===== src/rtl/brightness_pkg.sv =====
// Shared defaults, debouncer state encoding and the shift-and-clip helper
// for the brightness gain pipeline.
package brightness_pkg;

  localparam int DEF_DATA_W     = 8;
  localparam int DEF_NUM_CH     = 3;
  localparam int DEF_GAIN_W     = 4;
  localparam int DEF_FRAC_W     = 3;
  localparam int DEF_GAIN_RESET = 8;

  typedef enum logic {
    STABLE   = 1'b0,
    CHANGING = 1'b1
  } db_state_t;

  // Returns {clip, value}; value is the product shifted down by frac_w,
  // clamped to all-ones of data_w bits. Upper bits beyond data_w are zero.
  function automatic logic [32:0] sat_shift(input logic [31:0] prod,
                                            input int unsigned data_w,
                                            input int unsigned frac_w);
    logic [31:0] s;
    logic [31:0] max_v;
    s     = prod >> frac_w;
    max_v = (32'd1 << data_w) - 32'd1;
    if (s > max_v) return {1'b1, max_v};
    return {1'b0, s};
  endfunction

endpackage


===== src/rtl/key_debounce_edge.sv =====
// Key synchroniser, debouncer and press-pulse generator for one active-low key.
// Optional auto-repeat is built when BRIGHTNESS_AUTO_REPEAT_EN is defined.
//
// state    | meaning
// ---------+--------------------------------------------------------
// STABLE   | synced key matches the accepted level
// CHANGING | synced key differs; counting toward acceptance
module key_debounce_edge
  import brightness_pkg::*;
#(
  parameter int DEBOUNCE_CYC = 16,
  parameter int REPEAT_CYC   = 1 << 20
) (
  input  logic clk,
  input  logic reset,
  input  logic key_n,
  output logic press
);

  localparam int CNT_W = $clog2(DEBOUNCE_CYC);

  logic [1:0]       sync_q;
  logic             synced;
  db_state_t        state, state_nxt;
  logic [CNT_W-1:0] cnt, cnt_nxt;
  logic             stable, stable_nxt;
  logic             fall;
  logic             press_d;

  assign synced = sync_q[1];

  always_ff @(posedge clk or posedge reset) begin
    if (reset) begin
      sync_q <= 2'b11;
      state  <= STABLE;
      cnt    <= '0;
      stable <= 1'b1;
      press  <= 1'b0;
    end else begin
      sync_q <= {sync_q[0], key_n};
      state  <= state_nxt;
      cnt    <= cnt_nxt;
      stable <= stable_nxt;
      press  <= press_d;
    end
  end

  always_comb begin
    state_nxt  = state;
    cnt_nxt    = cnt;
    stable_nxt = stable;
    fall       = 1'b0;
    case (state)
      STABLE: begin
        if (synced != stable) begin
          state_nxt = CHANGING;
          cnt_nxt   = '0;
        end
      end
      CHANGING: begin
        if (synced == stable) begin
          state_nxt = STABLE;
        end else if (cnt == CNT_W'(DEBOUNCE_CYC - 1)) begin
          state_nxt  = STABLE;
          stable_nxt = synced;
          fall       = ~synced;
        end else begin
          cnt_nxt = cnt + 1'b1;
        end
      end
      default: state_nxt = STABLE;
    endcase
  end

`ifdef BRIGHTNESS_AUTO_REPEAT_EN
  localparam int REP_W = (REPEAT_CYC > 1) ? $clog2(REPEAT_CYC) : 1;

  logic [REP_W-1:0] rep_cnt;
  logic             rep_fire;

  // Reloaded while released, so the first repeat lands REPEAT_CYC after the press.
  assign rep_fire = ~stable && (rep_cnt == '0);

  always_ff @(posedge clk or posedge reset) begin
    if (reset)                 rep_cnt <= REP_W'(REPEAT_CYC - 1);
    else if (stable || rep_fire) rep_cnt <= REP_W'(REPEAT_CYC - 1);
    else                       rep_cnt <= rep_cnt - 1'b1;
  end

  assign press_d = fall | rep_fire;
`else
  localparam int unused_repeat_cyc = REPEAT_CYC;
  assign press_d = fall;
`endif

endmodule


===== src/rtl/brightness_gain_pipe.sv =====
// Key-controlled fixed-point gain over NUM_CH packed channels, 2-cycle pipeline.
// Build with BRIGHTNESS_AUTO_REPEAT_EN for key auto-repeat.
module brightness_gain_pipe
  import brightness_pkg::*;
#(
  parameter int DATA_W       = DEF_DATA_W,
  parameter int NUM_CH       = DEF_NUM_CH,
  parameter int GAIN_W       = DEF_GAIN_W,
  parameter int FRAC_W       = DEF_FRAC_W,
  parameter int GAIN_RESET   = DEF_GAIN_RESET,
  parameter int DEBOUNCE_CYC = 16,
  parameter int REPEAT_CYC   = 1 << 20
) (
  input  logic                     clk,
  input  logic                     reset,
  input  logic                     key_up_n,
  input  logic                     key_dn_n,
  input  logic                     frame_start,
  input  logic                     in_valid,
  input  logic [NUM_CH*DATA_W-1:0] in_pix,
  output logic                     out_valid,
  output logic [NUM_CH*DATA_W-1:0] out_pix,
  output logic [GAIN_W-1:0]        gain,
  output logic                     clip
);

  localparam int PROD_W = DATA_W + GAIN_W;

  logic              up_evt, dn_evt;
  logic [GAIN_W-1:0] pend_gain;
  logic              v1;

  wire [NUM_CH*DATA_W-1:0] sat_pix;
  wire [NUM_CH-1:0]        clip_vec;

  key_debounce_edge #(.DEBOUNCE_CYC(DEBOUNCE_CYC), .REPEAT_CYC(REPEAT_CYC)) u_key_up (
    .clk   (clk),
    .reset (reset),
    .key_n (key_up_n),
    .press (up_evt)
  );

  key_debounce_edge #(.DEBOUNCE_CYC(DEBOUNCE_CYC), .REPEAT_CYC(REPEAT_CYC)) u_key_dn (
    .clk   (clk),
    .reset (reset),
    .key_n (key_dn_n),
    .press (dn_evt)
  );

  // Commit takes the pre-update pending value, so a same-cycle event waits a frame.
  always_ff @(posedge clk or posedge reset) begin
    if (reset) begin
      pend_gain <= GAIN_W'(GAIN_RESET);
      gain      <= GAIN_W'(GAIN_RESET);
    end else begin
      if (frame_start) gain <= pend_gain;
      if (up_evt && !dn_evt && (pend_gain != '1))
        pend_gain <= pend_gain + 1'b1;
      else if (dn_evt && !up_evt && (pend_gain != '0))
        pend_gain <= pend_gain - 1'b1;
    end
  end

  for (genvar c = 0; c < NUM_CH; c++) begin : g_ch
    logic [PROD_W-1:0] prod_q;
    logic [32:0]       sat_r;
    logic              unused_sat_hi;

    always_ff @(posedge clk or posedge reset) begin
      if (reset)         prod_q <= '0;
      else if (in_valid) prod_q <= PROD_W'(in_pix[c*DATA_W +: DATA_W]) * PROD_W'(gain);
    end

    assign sat_r         = sat_shift(32'(prod_q), DATA_W, FRAC_W);
    assign unused_sat_hi = ^sat_r[31:DATA_W];
    assign sat_pix[c*DATA_W +: DATA_W] = sat_r[DATA_W-1:0];
    assign clip_vec[c]   = sat_r[32];
  end

  always_ff @(posedge clk or posedge reset) begin
    if (reset) begin
      v1        <= 1'b0;
      out_valid <= 1'b0;
      out_pix   <= '0;
      clip      <= 1'b0;
    end else begin
      v1        <= in_valid;
      out_valid <= v1;
      if (v1) begin
        out_pix <= sat_pix;
        clip    <= |clip_vec;
      end
    end
  end

endmodule


===== config.mk =====
export PLATFORM = sky130hd
export DESIGN_NAME = brightness_gain_pipe
export DESIGN_NICKNAME = d
export VERILOG_FILES = /design/src/rtl/brightness_pkg.sv /design/src/rtl/key_debounce_edge.sv /design/src/rtl/brightness_gain_pipe.sv
export SDC_FILE = /design/constraint.sdc
export NUM_CORES = 1
export LEC_CHECK = 0
export ABC_AREA = 1
export BUFFER_PORTS_ARGS = -buffer_cell sky130_fd_sc_hd__buf_4
export CORE_MARGIN = 2
export CORE_UTILIZATION = 45
export CTS_CLUSTER_SIZE = 30
export DETAILED_ROUTE_END_ITERATION = 8
export RECOVER_POWER = 25
export SLEW_MARGIN = 20
export SYNTH_ARGS = -nofsm -noshare
export SYNTH_HDL_FRONTEND = slang
export SYNTH_SLANG_ARGS = --single-unit

===== constraint.sdc =====
create_clock -name clk -period 3.9 [get_ports clk]
set_clock_uncertainty 0.05 [all_clocks]
set_input_delay 0.78 -clock clk [delete_from_list [all_inputs] [get_ports clk]]
set_output_delay 0.78 -clock clk [all_outputs]
set_load 0.05 [all_outputs]

After elaboration in Yosys (flattened, before gate mapping)
Index checks and enable logic that the tools add are counted.

Magnitude comparators: 3. Mux-type cells: 33. $add $sub $neg: 4. Multiply operators: 3. Reductions and logical operators: 13. Bitwise gates (word level): 6. Equal/unequal tests: 13.

Operators with widths (number): 2-to-1 mux 33 bit (6); multiplier 8 x 4 -> 12 bit (3); 2-to-1 mux 4 bit (8); greater-than comparator 9 x 8 -> 1 bit (second input constant) (3); case mux 4 bit (2 select lines) (2); 2-to-1 mux 1 bit (15); adder 4 x 1 -> 4 bit (second input constant) (3); AND reduction 3 bit (4); == test 4 bit (second input constant) (2); != test 2 bit (second input constant) (4); NOT 1 bit (6); logical AND 1 bit (4); != test 2 x 1 -> 1 bit (second input constant) (2); != test 4 bit (second input constant) (1); case mux 1 bit (2 select lines) (2); nonzero test 4 bit (1); subtractor 4 x 1 -> 4 bit (second input constant) (1); OR reduction 3 bit (1); == test 1 bit (2); logical NOT 1 bit (2); != test 1 bit (2); nonzero test 2 bit (1).

Bits of input ports: 30. Output and inout port bits: 30. Bits in registers: 89. Word-level logic and storage cells: 94.

Longest topological paths before layout
Word-level depth: 5. Gate-level depth with buffers: 18. Gate-level depth less buffers: 16.

By module
A second synthesis with hierarchy kept.

Cell total of the unflattened synthesis: 869. Area total of the unflattened synthesis: 6308.6 µm².

By module, submodules not included: brightness_gain_pipe (seq. area each 1554.0 µm², area an instance 5455.2 µm², times used 1, cells an instance 771); key_debounce_edge (seq. area each 229.0 µm², area an instance 426.7 µm², times used 2, cells an instance 49).

Worst setup path before layout
Ideal clock, no wire load.

Path type: reg2reg. From: register gain[3]. To: register g_ch[1].prod_q[8]. Path buffers: 2. Period minus slack after synthesis: 3.548 ns. Data arrival time: 3.372 ns. Setup time: 0.126 ns. Cell stages (with the launch flop): 15. Required time: 3.724 ns. Setup slack: 0.352 ns. Cell sequence: dfstp_2 > buf_2 > clkbuf_1 > nand2_1 > fa_1 > inv_1 > fa_1 > inv_1 > fa_1 > o21ai_2 > nand2_1 > nand2_1 > nand2_1 > nand2_1 > o21ai_0.

Longest elaborated chain between the ends: 1.

Ends and longest elaborated chain: start: declaration (RTL line brightness_gain_pipe.sv:23) `output logic [GAIN_W-1:0] gain,`; start signal: assignment (RTL line brightness_gain_pipe.sv:54) `gain <= GAIN_W'(GAIN_RESET);`; start signal: assignment (RTL line brightness_gain_pipe.sv:56) `if (frame_start) gain <= pend_gain;`; multiplier 8 x 4 -> 12 bit (RTL line brightness_gain_pipe.sv:71) `else if (in_valid) prod_q <= PROD_W'(in_pix[c*DATA_W +: DATA_W]) * PROD_W'(gain);`; end signal: assignment (RTL line brightness_gain_pipe.sv:71); end: declaration (RTL line brightness_gain_pipe.sv:65) `logic [PROD_W-1:0] prod_q;`.

Every way passes these cells. A chain may end at the register's enable or synchronous reset.

Final worst setup path
From: register gain[2]. To: register g_ch[0].prod_q[11].

Longest elaborated chain between the ends: 1.

Ends and longest elaborated chain (RTL line): multiplier 8 x 4 -> 12 bit (brightness_gain_pipe.sv:71); end signal: assignment (brightness_gain_pipe.sv:71); end: declaration (brightness_gain_pipe.sv:65).

Every way passes these cells.

==> flow_metrics.env <==
export IMPL_worstPathArrival_ns=3.64
export IMPL_ioPinCount=60
export IMPL_tightestPinTransition_ns=1.77
export IMPL_violations="max-capacitance violations, max-slew violations"
export IMPL_synthesis_area_um2=6170
export IMPL_floorplan_initialDensity_pct=46.4
export IMPL_synth_seq_cells=80
export IMPL_ctsResizeCount=0
export IMPL_layout_area_overhead_vs_synth_pct=14.7
export IMPL_hold_worst_slack_ns=0.306
export IMPL_final_cell_area_um2=7070
export IMPL_timing_max_cap_violations=1
export IMPL_fp_coreArea_um2=13300
export IMPL_pwr_share_seq_pct=36.4
export IMPL_final_max_tran_viols=41
export IMPL_die_height_um=121
export IMPL_die_x_um=121
export IMPL_synthAdderAreaFrac_pct=21.3
export IMPL_hold_path_class="flip-flop to flip-flop"
export IMPL_cellInternalPower_mw=1.87
export IMPL_path_common_cell="nand2_1"
export IMPL_port_buffers=59
export IMPL_worst_path_buf_inv=4
export IMPL_power_share_switching_pct=36.6
export IMPL_dr_total_vias=5149
export IMPL_clock_insertion_delay_worst_skew_ns=0.33
export IMPL_cts_root_buffer_cell="clkbuf_16"
export IMPL_synth_commonest_cells="nand2_1 (272), inv_1 (179), dfrtp_1 (72)"
export IMPL_via_per_inst=4.80
export IMPL_fp_dieArea_um2=14700
export IMPL_number_of_h_tree_levels=3
export IMPL_cts_setup_buffers=0
export IMPL_design_power_total_mw=2.94
export IMPL_status="complete, but fails checks"
export IMPL_synth_warnings=0
export IMPL_total_clock_buffers_created_by_cts=9
export IMPL_yosysTopAreaCell="dfrtp_1"
export IMPL_postSynthCellCount=840
export IMPL_number_of_drc_violations_after_detailed_routing=0
export IMPL_postSynthAreaPerCell_um2=7.34
export IMPL_vias_in_the_first_global_route=5170
export IMPL_synth_compound_area_share_pct=7.41
export IMPL_ys_types=25
export IMPL_grt_first_pass_wirelength_um=23200
export IMPL_post_synth_edffs=0
export IMPL_p_leak_nw=4.23
export IMPL_end_kind="flip-flop"
export IMPL_synthMuxAreaShare_pct=0
export IMPL_synthDominantCellAreaShare_pct=29.2
export IMPL_share_comb_of_total_power_pct=33.5
export IMPL_grt_max_degree=41
export IMPL_setup_viol=0
export IMPL_grt_usage_pct=19.6
export IMPL_placement_cell_area_um2=6760
export IMPL_critical_path_slowest_cell="dfrtp_1"
export IMPL_slowest_cell_delay_on_critical_path_ns=0.61
export IMPL_estimated_wirelength_of_the_detail_placed_design_um=10100
export IMPL_cp_start_kind="flip-flop"
export IMPL_place_congestion=0.897
export IMPL_timing_final_hold_violations=0
export IMPL_drt_iter0_markers=263
export IMPL_synthArstFlopShare_pct=100
export IMPL_data_required_time_at_the_worst_endpoint_ns=4.12
export IMPL_synthTopCellsByArea="dfrtp_1 (29%), nand2_1 (17%), fa_1 (12%), inv_1 (11%), ha_1 (9.3%)"
export IMPL_peakVddDrop_mv=0.207
export IMPL_path_delay_family="adder cells"
export IMPL_drive_gt1_share_pct=9.93
export IMPL_synth_simple_gate_area_share_pct=24.2
export IMPL_cp_max_fo=15
export IMPL_grt_antenna_before_repair=0
export IMPL_drtPass1Iterations=4
export IMPL_sequential_fraction_of_the_synthesis_area_pct=32.6
export IMPL_totalWireLength_um=13200
export IMPL_max_freq_mhz=292
export IMPL_synthXorXnorAreaFrac_pct=1.85
export IMPL_antenna_left=0
export IMPL_postSynth_topFlopCell="dfrtp_1"
export IMPL_cts_tree="done"
export IMPL_antenna_cells_inserted=0
export IMPL_syn_nets=953
export IMPL_post_drt_wl_per_cell_um=12.3
export IMPL_globalRouteOverflowTotal=0
export IMPL_timing_critical_path_cells="buf_4 > nand2_1 > inv_1 > fa_1 > inv_1 > fa_1 > inv_1 > ha_1 > a21oi_1 > nand2_1 > nand2_1 > nand3_1 > nand2_1 > nand3_1 > nand2_1"
export IMPL_headroom_to_the_max_slew_limit_pct=-18.6
export IMPL_criticalPathCategory="flip-flop to flip-flop"
export IMPL_dominant_combinational_cell_family_by_area_after_synthesis="simple AND/OR/NAND/NOR gates"
export IMPL_fin_nets=1004
export IMPL_yosys_cell_count_top_type="nand2_1"
export IMPL_power_frac_clock_pct=30.1
export IMPL_p_switching_mw=1.08
export IMPL_final_min_period_over_clock_period_pct=87.7
export IMPL_finalSetupTns_ns=0
export IMPL_pwr_density_cell_nw_per_um2=416
export IMPL_clock_sink_count=80
export IMPL_ctsLongestPathBuffers=2
export IMPL_std_cell_rows=42
export IMPL_post_route_min_period_ns=3.42
export IMPL_grt_setup_unrepaired="no"
export IMPL_clkSlewWorstSetupHoldPaths_ns=0.06
export IMPL_final_core_util_pct=53.2
export IMPL_hold_buffers=0
## power by group through the flow
stage	Combinational [mW]	Clock [mW]	Sequential [mW]
after floorplan	0.514	0	1.27
after global placement	0.979	0	1.08
after detailed placement	0.994	0	1.09
after CTS	1.00	0.907	1.07
after global routing	1.12	0.939	1.09
final	0.986	0.886	1.07
## registers in the layout, summed over array words and instances, names as in the netlist, 2 cells and up
signal,cells
u_key_dn.sync_q,2
u_key_up.cnt,4
u_key_dn.cnt,4
gain,4
u_key_up.sync_q,2
g_ch.prod_q,27
out_pix,24
pend_gain,4
## cells in the final DEF (no fill, tap or decap), drive strengths merged, types with 6 or more instances in the layout
master and count:
nand2 272, o21ai 50, dfstp 8, ha 46
fa 37, inv 178, buf 60, dfrtp 72
nor2 53, clkbuf 14, xor2 6, nand3 35
xnor2 7, a21oi 26, nand4 10
## through the flow
| step | std cells | worst slack [ns] |
|---|---|---|
| after floorplan | 840 | 0.352 |
| after global placement | 1056 | 0.538 |
| after detailed placement | 1056 | 0.476 |
| after CTS | 1072 | 0.502 |
| after global routing | 1072 | 0.218 |
| final | 1072 | 0.478 |
## worst paths after layout
kind | startpoint | endpoint | slack (ns) | cells after the start
hold reg to reg | u_key_up.sync_q[0] | u_key_up.sync_q[1] | 0.31 | 0
max in group asynchronous | reset | gain[3] | 1.86 | 3
setup / recovery | gain[2] | g_ch[0].prod_q[11] | 0.48 | 15
setup reg to reg | gain[2] | g_ch[0].prod_q[11] | 0.48 | 15
min in group asynchronous | reset | u_key_dn.cnt[2] | 0.84 | 2
hold / removal | u_key_up.sync_q[0] | u_key_up.sync_q[1] | 0.31 | 0
## kinds of logic after synthesis
group | count (synthesis)
simple gates | 375
buf+inv | 203
compound gates | 86
fa+ha+maj | 83
flops | 80
xor+xnor | 13
## area by class of cell
class	count	area [µm²]
Clock buffer	10	229
Clock inverter	6	85.1
Fill cell	1295	6220
Inverter	179	673
Multi-Input combinational cell	557	3380
Sequential cell	80	2010
Tap cell	176	220
Timing Repair Buffer	64	477
## per-layer routing
metal	track usage (%)	vias up	share of wire (%)
li1	-	2642	-
met1	24.3	2427	46
met2	35.4	63	50
met3	2.68	17	2.6
met4	5.96	0	1.6
met5	0	-	0
## worst register-to-register path, cell delays in order, from the launching register on
cell,delay [ns]
dfrtp_1,0.61
buf_4,0.31
nand2_1,0.07
inv_1,0.05
fa_1,0.50
inv_1,0.06
fa_1,0.52
inv_1,0.04
ha_1,0.34
a21oi_1,0.27
nand2_1,0.10
nand2_1,0.08
nand3_1,0.07
nand2_1,0.07
nand3_1,0.10
nand2_1,0.12
Power figures use the tool's default switching activity.
